--- src/rtl/plugboard_cfg_ctrl.sv ---
// plugboard_cfg_ctrl: runtime-programmable Enigma plugboard.
// Holds an involutive 26-entry letter-swap table and updates it through
// PAIR / UNPAIR / CLEAR commands. Each command is checked before it is applied.
// The current table routes a one-hot letter combinationally from sig_in to sig_out.
//
// Handshake: a command transfers on a rising edge where cmd_valid && cmd_ready.
// cmd_ready is high only in IDLE. cmd_op/cmd_a/cmd_b are sampled only on that edge.
// Exactly one rsp_valid pulse follows each accepted command, unless reset aborts it.
module plugboard_cfg_ctrl #(
  parameter int MAX_PAIRS = 10
) (
  input  logic        clk,
  input  logic        rst_n,
  input  logic        cmd_valid,
  output logic        cmd_ready,
  input  logic [1:0]  cmd_op,
  input  logic [4:0]  cmd_a,
  input  logic [4:0]  cmd_b,
  output logic        rsp_valid,
  output logic [1:0]  rsp_code,
  output logic        rsp_err,
  output logic [3:0]  pair_count,
  output logic        cfg_stable,
  input  logic [25:0] sig_in,
  output logic [25:0] sig_out,
  output logic [1:0]  dbg_state
);

  typedef enum logic [1:0] {IDLE = 2'd0, EXEC = 2'd1, CLR = 2'd2, RESP = 2'd3} state_t;

  localparam logic [1:0] OP_NOP    = 2'b00;
  localparam logic [1:0] OP_PAIR   = 2'b01;
  localparam logic [1:0] OP_UNPAIR = 2'b10;
  localparam logic [1:0] OP_CLEAR  = 2'b11;

  localparam logic [1:0] RC_OK       = 2'b00;
  localparam logic [1:0] RC_BAD      = 2'b01;
  localparam logic [1:0] RC_CONFLICT = 2'b10;
  localparam logic [1:0] RC_FULL     = 2'b11;

  localparam logic [3:0] MAX_P  = 4'(MAX_PAIRS);
  localparam logic [4:0] LAST_L = 5'd25;

  state_t      state_q, state_d;
  logic [1:0]  op_q, op_d;
  logic [4:0]  a_q, a_d;
  logic [4:0]  b_q, b_d;
  logic [4:0]  idx_q, idx_d;
  logic [3:0]  cnt_q, cnt_d;
  logic [4:0]  map_q [26];
  logic [4:0]  map_d [26];
  logic        rsp_valid_q, rsp_valid_d;
  logic [1:0]  rsp_code_q, rsp_code_d;

  logic        a_in, b_in;
  logic [4:0]  map_a, map_b;
  logic [1:0]  code;

  // Look up the latched letters. Out-of-range letters never reach the table.
  always_comb begin
    a_in  = (a_q <= LAST_L);
    b_in  = (b_q <= LAST_L);
    map_a = a_in ? map_q[a_q] : a_q;
    map_b = b_in ? map_q[b_q] : b_q;
    code  = RC_OK;
    case (op_q)
      OP_PAIR: begin
        if (!a_in || !b_in || (a_q == b_q))       code = RC_BAD;
        else if ((map_a != a_q) || (map_b != b_q)) code = RC_CONFLICT;
        else if (cnt_q >= MAX_P)                   code = RC_FULL;
      end
      OP_UNPAIR: begin
        if (!a_in)               code = RC_BAD;
        else if (map_a == a_q)   code = RC_CONFLICT;
      end
      default: code = RC_OK;
    endcase
  end

  // Next-state logic for the FSM, the table and the response registers.
  always_comb begin
    state_d     = state_q;
    op_d        = op_q;
    a_d         = a_q;
    b_d         = b_q;
    idx_d       = idx_q;
    cnt_d       = cnt_q;
    map_d       = map_q;
    rsp_valid_d = 1'b0;
    rsp_code_d  = rsp_code_q;
    case (state_q)
      IDLE: begin
        if (cmd_valid) begin
          op_d    = cmd_op;
          a_d     = cmd_a;
          b_d     = cmd_b;
          idx_d   = 5'd0;
          state_d = (cmd_op == OP_CLEAR) ? CLR : EXEC;
        end
      end
      EXEC: begin
        if (code == RC_OK) begin
          if (op_q == OP_PAIR) begin
            map_d[a_q] = b_q;
            map_d[b_q] = a_q;
            cnt_d      = cnt_q + 4'd1;
          end else if (op_q == OP_UNPAIR) begin
            map_d[a_q]   = a_q;
            map_d[map_a] = map_a;
            cnt_d        = cnt_q - 4'd1;
          end
        end
        rsp_valid_d = 1'b1;
        rsp_code_d  = code;
        state_d     = RESP;
      end
      CLR: begin
        map_d[idx_q] = idx_q;
        idx_d        = idx_q + 5'd1;
        if (idx_q == LAST_L) begin
          cnt_d       = 4'd0;
          rsp_valid_d = 1'b1;
          rsp_code_d  = RC_OK;
          state_d     = RESP;
        end
      end
      RESP: state_d = IDLE;
      default: state_d = IDLE;
    endcase
  end

  // State registers. Reset restores the identity table and drops any in-flight command.
  always_ff @(posedge clk or negedge rst_n) begin
    if (!rst_n) begin
      state_q     <= IDLE;
      op_q        <= OP_NOP;
      a_q         <= 5'd0;
      b_q         <= 5'd0;
      idx_q       <= 5'd0;
      cnt_q       <= 4'd0;
      rsp_valid_q <= 1'b0;
      rsp_code_q  <= RC_OK;
      for (int i = 0; i < 26; i++) map_q[i] <= 5'(i);
    end else begin
      state_q     <= state_d;
      op_q        <= op_d;
      a_q         <= a_d;
      b_q         <= b_d;
      idx_q       <= idx_d;
      cnt_q       <= cnt_d;
      rsp_valid_q <= rsp_valid_d;
      rsp_code_q  <= rsp_code_d;
      map_q       <= map_d;
    end
  end

  // Route the one-hot letter through the table: output j takes input map[j].
  always_comb begin
    sig_out = '0;
    for (int j = 0; j < 26; j++) sig_out[j] = sig_in[map_q[j]];
  end

  assign cmd_ready  = (state_q == IDLE);
  assign cfg_stable = (state_q == IDLE);
  assign rsp_valid  = rsp_valid_q;
  assign rsp_code   = rsp_code_q;
  assign rsp_err    = (rsp_code_q != RC_OK);
  assign pair_count = cnt_q;
  assign dbg_state  = state_q;

endmodule

--- config.mk ---
export PLATFORM = sky130hd
export DESIGN_NAME = plugboard_cfg_ctrl
export DESIGN_NICKNAME = d
export VERILOG_FILES = /design/src/rtl/plugboard_cfg_ctrl.sv
export SDC_FILE = /design/constraint.sdc
export NUM_CORES = 1
export LEC_CHECK = 0
export CAP_MARGIN = 20
export CORE_MARGIN = 4
export CORE_UTILIZATION = 40
export CTS_CLUSTER_DIAMETER = 30
export DETAILED_ROUTE_END_ITERATION = 7
export PLACE_DENSITY = 0.54
export SETUP_SLACK_MARGIN = 0.05
export SLEW_MARGIN = 10
export SYNTH_ARGS = -nofsm -noshare
export SYNTH_HDL_FRONTEND = slang
export SYNTH_SLANG_ARGS = --single-unit
--- constraint.sdc ---
create_clock -name clk -period 5.3 [get_ports clk]
set_input_delay 0.795 -clock clk [delete_from_list [all_inputs] [get_ports clk]]
set_output_delay 0.795 -clock clk [all_outputs]
set_load 0.01 [all_outputs]
==> impl_metrics.ini, run 1 <==
[drt]
routed_via_density = 7.63
wl_met3_um = 13300
first_iter_violations = 3117
drt-pass1-iter-count = 8
wire_per_inst_um = 37.5
drc = 1
wl_met2_um = 40800
wirelength_um = 95400
num_vias = 19400
met1_length_um = 36600
ant_nets = 0
top_layer_used = met5

[clock_tree]
ctsResizeCount = 0
clk_latency_ps = 480
cts_tree = yes
post-cts-setup-buffer-count = 0
clock_sinks = 156
numCtsBuffers = 17
cts_buffer_depth = 2
path_clk_slew_ps = 60
cts_hold_buffers = 0
h-tree-depth = 4
cts_root_buf = clkbuf_16

[job]
drv_cap = 0

[timing]
fmax_ghz = 0.211
whs_ps = 255
finalCritPeriodShare_pct = 89.5
hold_viol = 0
tightest_slew_ps = 1190
finalWorstSetupSlack_ps = 557
setup_tns_ps = 0
max_slew_margin_pct = 20.7
rsz0062_at_grt = no
fin_crit_ps = 4740
skew_ps = 15.6
setup_viol = 0
drv_slew = 0

[power]
cellPowerDensity_nw_per_um2 = 710
p_leak_nw = 7.33
irDropWorstVdd_mv = 0.508

[floorplan]
die-area_sq_um = 50200
die_h_um = 224
die_x_um = 224
fp-row-count = 78
core-area_sq_um = 45800
start_util_pct = 40.8
ios = 79

[setup_path]
reg2reg_slack_ps = 710
crit_fanout = 26
cp_slowest_stage_delay_ps = 1030
r2r_end = map_q[61]
arrival_ps = 3950
path_cells = clkdlybuf4s50_1 > mux4_2 > mux4_2 > nand2_1 > o21ai_0 > clkdlybuf4s50_1
worstSetupPathType = in -> out
reg2reg_from = a_q[0]
start_kind = primary input
crit_cells = 6
crit_path_start = sig_in[11]
rr_worst_depth = 12
cp_data_required_time_ps = 4510
critPathTopFamily = buffers and inverters
path_buf_inv = 2
crit_path_end = sig_out[19]
cp_slowest_cell = clkdlybuf4s50_1
worst_setup_path_end_kind = output port

[synth]
seq_area_frac_synth_pct = 21.3
synth_warnings = 0
syn-num-nets = 2016
ys_ff_latch = 156
syn_area_per_cell_sq_um = 9.51
synth_ff_type = dfrtp_1
synth_common_cells = mux4_2, nand2_1, clkbuf_1, nor2_1, a21oi_1
async_reset_ff_share_pct = 100
syn_inst = 1962
synth.area.top_cells = mux4_2, dfrtp_1, dfstp_2
synth_edf_count = 0
synthDominantCellAreaShare_pct = 25.3
synth_most_common_cell = mux4_2
synth_area_sq_um = 18700
yosys.area.top_type = mux4_2
synth.distinct_cells = 103

[place]
io_buffers = 78
place.gp.congestion = 1.05
dp_cells = 2512
place_ws_ps = 642
hpwl_um = 69400
post_dp_cell_area_sq_um = 20100

[layout]
layout-drive-gt1-share_pct = 27.5
stdcell_count = 2545
final_cell_area_sq_um = 20700
diodes = 0
fin_nets = 1986
area_growth_pct = 11.0

[global_route]
grt.overflow.total = 0
globalRouteTotalUtil_pct = 36.8
grt_pass1_vias = 18100
antenna_found_initial = 2
grt_max_degree = 73
grt_pass1_wl_um = 135000

[hold_path]
holdCritPathClass = in -> async

[status]
violations = DRC
status = finished, violations left
==> area by class of cell <==
class	instances	area (sq um)
clock buffer	19	453
clock inverter	13	178
fill	4387	25000
inverter	59	221
multi-input combinational	1504	13400
sequential	156	3990
tap	600	751
timing repair buffer	194	1720
==> per-stage QoR <==
stage	total power (W)	util, %
final	0.0147	45.3
after global routing	0.0151	45.3
after CTS	0.0143	45.2
after detailed placement	0.0129	43.9
after global placement	0.0129	43.9
after floorplan	0.00886	-
==> power breakdown <==
part / leakage (nW) / switching, W / internal [W]
Combinational: 5.11 / 0.00590 / 0.00403
Clock: 0.304 / 0.000600 / 0.000779
Sequential: 1.92 / 0.00164 / 0.00176
==> sequential cells by signal (all words and copies together), names as in the netlist <==
register / cells
rsp_code: 2
dbg_state: 2
rsp_valid: 1
op_q: 2
a_q: 5
b_q: 5
idx_q: 5
pair_count: 4
map_q: 130
==> how the worst min path moves through the flow <==
stage          slack, ps        start            to  cells past startpoint
6_report             260        rst_n  dbg_state[1]                      1
5_1_grt              290        rst_n  dbg_state[1]                      1
4_1_cts              280        rst_n  dbg_state[0]                      1
2_1_floorplan        470    map_q[83]     map_q[83]                      1
3_3_place_gp         540  rsp_code[0]   rsp_code[0]                      2
3_5_place_dp         520   map_q[123]    map_q[123]                      1
==> worst reg2reg max path, cell delays in order (launching register included) <==
cell       delay (ps)
dfrtp_4           790
buf_4             340
mux2_2            400
a2111oi_2         380
buf_4             180
a311oi_1           70
a311o_1           350
nor4_4            370
nand3_2           180
a221oi_4          300
buf_12            330
nor4b_4           420
mux2_1            350
==> layout by cell type, fill, tap and decap left out, types with 48 or more instances in the layout <==
master	instances
mux2i_1	68
o22ai_1	58
nor2_1	134
clkdlybuf4s50_1	77
a22oi_1	59
a21oi_1	122
dfstp_2	57
nand3_1	48
mux4_2	210
inv_1	56
nand2_1	170
dfrtp_1	91
buf_4	110
mux2_2	58
o21ai_0	77
==> cells by family after synthesis <==
logic type / count (synthesis) / synth area share [%]
XOR/XNOR: 10 / 0.469
multiplexers: 360 / 34.1
adder cells (fa/ha/maj): 13 / 0.912
flip-flops: 156 / 21.3
AND/OR/NAND/NOR: 555 / 14.9
AO/OA/AOI/OAI: 566 / 21.3
buffers and inverters: 302 / 7.01
==> layer usage <==
layer / up-vias / track usage, %
met3: 320 / 11.6
met2: 1747 / 54.1
met1: 9706 / 50.7
met5: - / 0
met4: 2 / 14.8
li1: 7642 / -
(Power assumes the default switching activity.)
==> run 2: changes to the inputs <==
--- a/config.mk
+++ b/config.mk
@@ -6,7 +6,6 @@
 export NUM_CORES = 1
 export LEC_CHECK = 0
 export CAP_MARGIN = 20
-export CORE_MARGIN = 4
 export CORE_UTILIZATION = 40
 export CTS_CLUSTER_DIAMETER = 30
 export DETAILED_ROUTE_END_ITERATION = 7
==> run 2 against run 1 <==
Against the previous run:
- the run now ends clean
- setup slack improved by 29 ps
- clock power about the same
- sequential share of layout area decreased by 0.15 points
- cell count increased by 0.98%
- wire length increased by 0.92%
- combinational power increased by 4%
- die area decreased by 5.3%
- non-clock buffer count increased by 20
- total power increased by 2.2%
- clock-buffer cell count decreased by 1
- flip-flop and latch count unchanged
- cell area increased by 0.78%
- critical endpoint is now sig_out[18]
- highest routed layer is now met4
==> impl_metrics.ini, run 2 (same netlist as run 1, synthesis figures left out) <==
[status]
status = completed

[clock_tree]
post-cts-setup-buffer-count = 0
numCtsBuffers = 17
h-tree-depth = 4
path_clk_slew_ps = 60
cts_root_buf = clkbuf_16
cts_buffer_depth = 2
ctsResizeCount = 0
cts_tree = yes
clock_sinks = 156
cts_hold_buffers = 0
clk_latency_ps = 490

[setup_path]
rr_worst_depth = 12
r2r_end = map_q[90]
worst_setup_path_end_kind = output port
start_kind = primary input
reg2reg_slack_ps = 620
worstSetupPathType = in -> out
arrival_ps = 3920
crit_path_start = sig_in[12]
crit_path_end = sig_out[18]
crit_fanout = 18
reg2reg_from = a_q[3]
cp_data_required_time_ps = 4510

[floorplan]
die_h_um = 218
fp-row-count = 78
die_x_um = 218
die-area_sq_um = 47500
core-area_sq_um = 45700
ios = 79
start_util_pct = 40.9

[layout]
layout_common_cells = mux4_2, nand2_1, nor2_1, buf_4, a21oi_1
final_common_cell = mux4_2
final_util_pct = 45.7
fin_nets = 2006
top_register = map_q
final_cell_area_sq_um = 20900
area_growth_pct = 11.9
largest_reg_flops = 130
layout-drive-gt1-share_pct = 28.3
num-fill-cells = 4376

[timing]
finalCritPeriodShare_pct = 88.9
max_slew_margin_pct = 26.5
setup_viol = 0
tightest_slew_ps = 1100
finalWorstSetupSlack_ps = 586
fmax_ghz = 0.212
drv_slew = 0
rsz0062_at_grt = no
setup_tns_ps = 0
fin_crit_ps = 4710
whs_ps = 376
hold_viol = 0
skew_ps = 24.4

[place]
io_buffers = 78
post_dp_cell_area_sq_um = 20200
hpwl_um = 69200
place.gp.congestion = 1.03
place_ws_ps = 669

[global_route]
grt_pass1_vias = 18400
grt_pass1_wl_um = 137000
antenna_found_initial = 3
globalRouteTotalUtil_pct = 40.5
grt.overflow.total = 0
grt_max_degree = 82

[drt]
routed_via_density = 7.60
wirelength_um = 96300
num_vias = 19500
drc = 0
drt-pass1-iter-count = 6
first_iter_violations = 3418
wire_per_inst_um = 37.5
ant_nets = 0

[power]
p_seq_share_pct = 22.4
switching_share_pct = 55.7
clockPowerShare_pct = 9.0
cellPowerDensity_nw_per_um2 = 720
irDropWorstVdd_mv = 0.615
power_frac_comb_pct = 68.6
intPower_w = 0.00666
p_leak_nw = 7.44
p_switching_w = 0.00838

[hold_path]
holdCritPathClass = in -> async

[job]
drv_cap = 0
-- run 2: changes by cell type in the layout (fill, tap and decap cells not counted), moves of 2 or more --
cell	change
buf_4	+18
diode_2	+5
clkinv_4	+2
inv_8	+2
-- run 2: per-layer routing --
| metal | wire (um) | GRT usage (%) |
|---|---|---|
| met1 | 37400 | 54.8 |
| met4 | 5120 | 18.8 |
| met5 | 0 | 0 |
| met3 | 13200 | 12.7 |
| met2 | 40600 | 58.5 |
-- run 2: power groups by stage --
stage                     sequential (W)  combinational [W]  clock, W
after global routing             0.00337             0.0106   0.00140
after CTS                        0.00325            0.00993   0.00136
after global placement           0.00326            0.00987         0
after detailed placement         0.00327            0.00988         0
after floorplan                  0.00202            0.00684         0
final                            0.00337             0.0103   0.00136
-- run 2: worst max-delay path, cell delays in order --
cell and delay (ps):
clkdlybuf4s50_1 970, buf_4 440, mux4_2 470, mux4_2 510, nor2_1 120, a21oi_1 70, clkdlybuf4s50_1 530
-- run 2: area by class of cell --
class                      count  area [sq um]  share of cell area (%)
sequential                   156          3990                    19.1
multi-input combinational   1504         13400                    64.2
clock inverter                14           171                   0.821
tap                          600           751                    3.59
clock buffer                  18           439                    2.10
antenna                        5          12.5                  0.0599
inverter                      59           221                    1.06
timing repair buffer         214          1890                    9.05
-- run 2: worst min path at each step --
stage	start	endpoint	slack [ps]	cells past startpoint
2_1_floorplan	map_q[83]	map_q[83]	470	1
6_report	rst_n	dbg_state[1]	380	1
3_5_place_dp	rsp_code[0]	rsp_code[0]	520	2
5_1_grt	rst_n	dbg_state[1]	420	1
4_1_cts	rst_n	pair_count[0]	400	1
3_3_place_gp	rsp_code[0]	rsp_code[0]	520	2
-- run 2: metrics by stage --
| step | power [W] | std cells |
|---|---|---|
| 2_1_floorplan | 0.00886 | 1962 |
| 3_3_place_gp | 0.0131 | 2531 |
| 3_5_place_dp | 0.0132 | 2531 |
| 4_1_cts | 0.0145 | 2563 |
| 5_1_grt | 0.0154 | 2565 |
| 6_report | 0.0150 | 2570 |
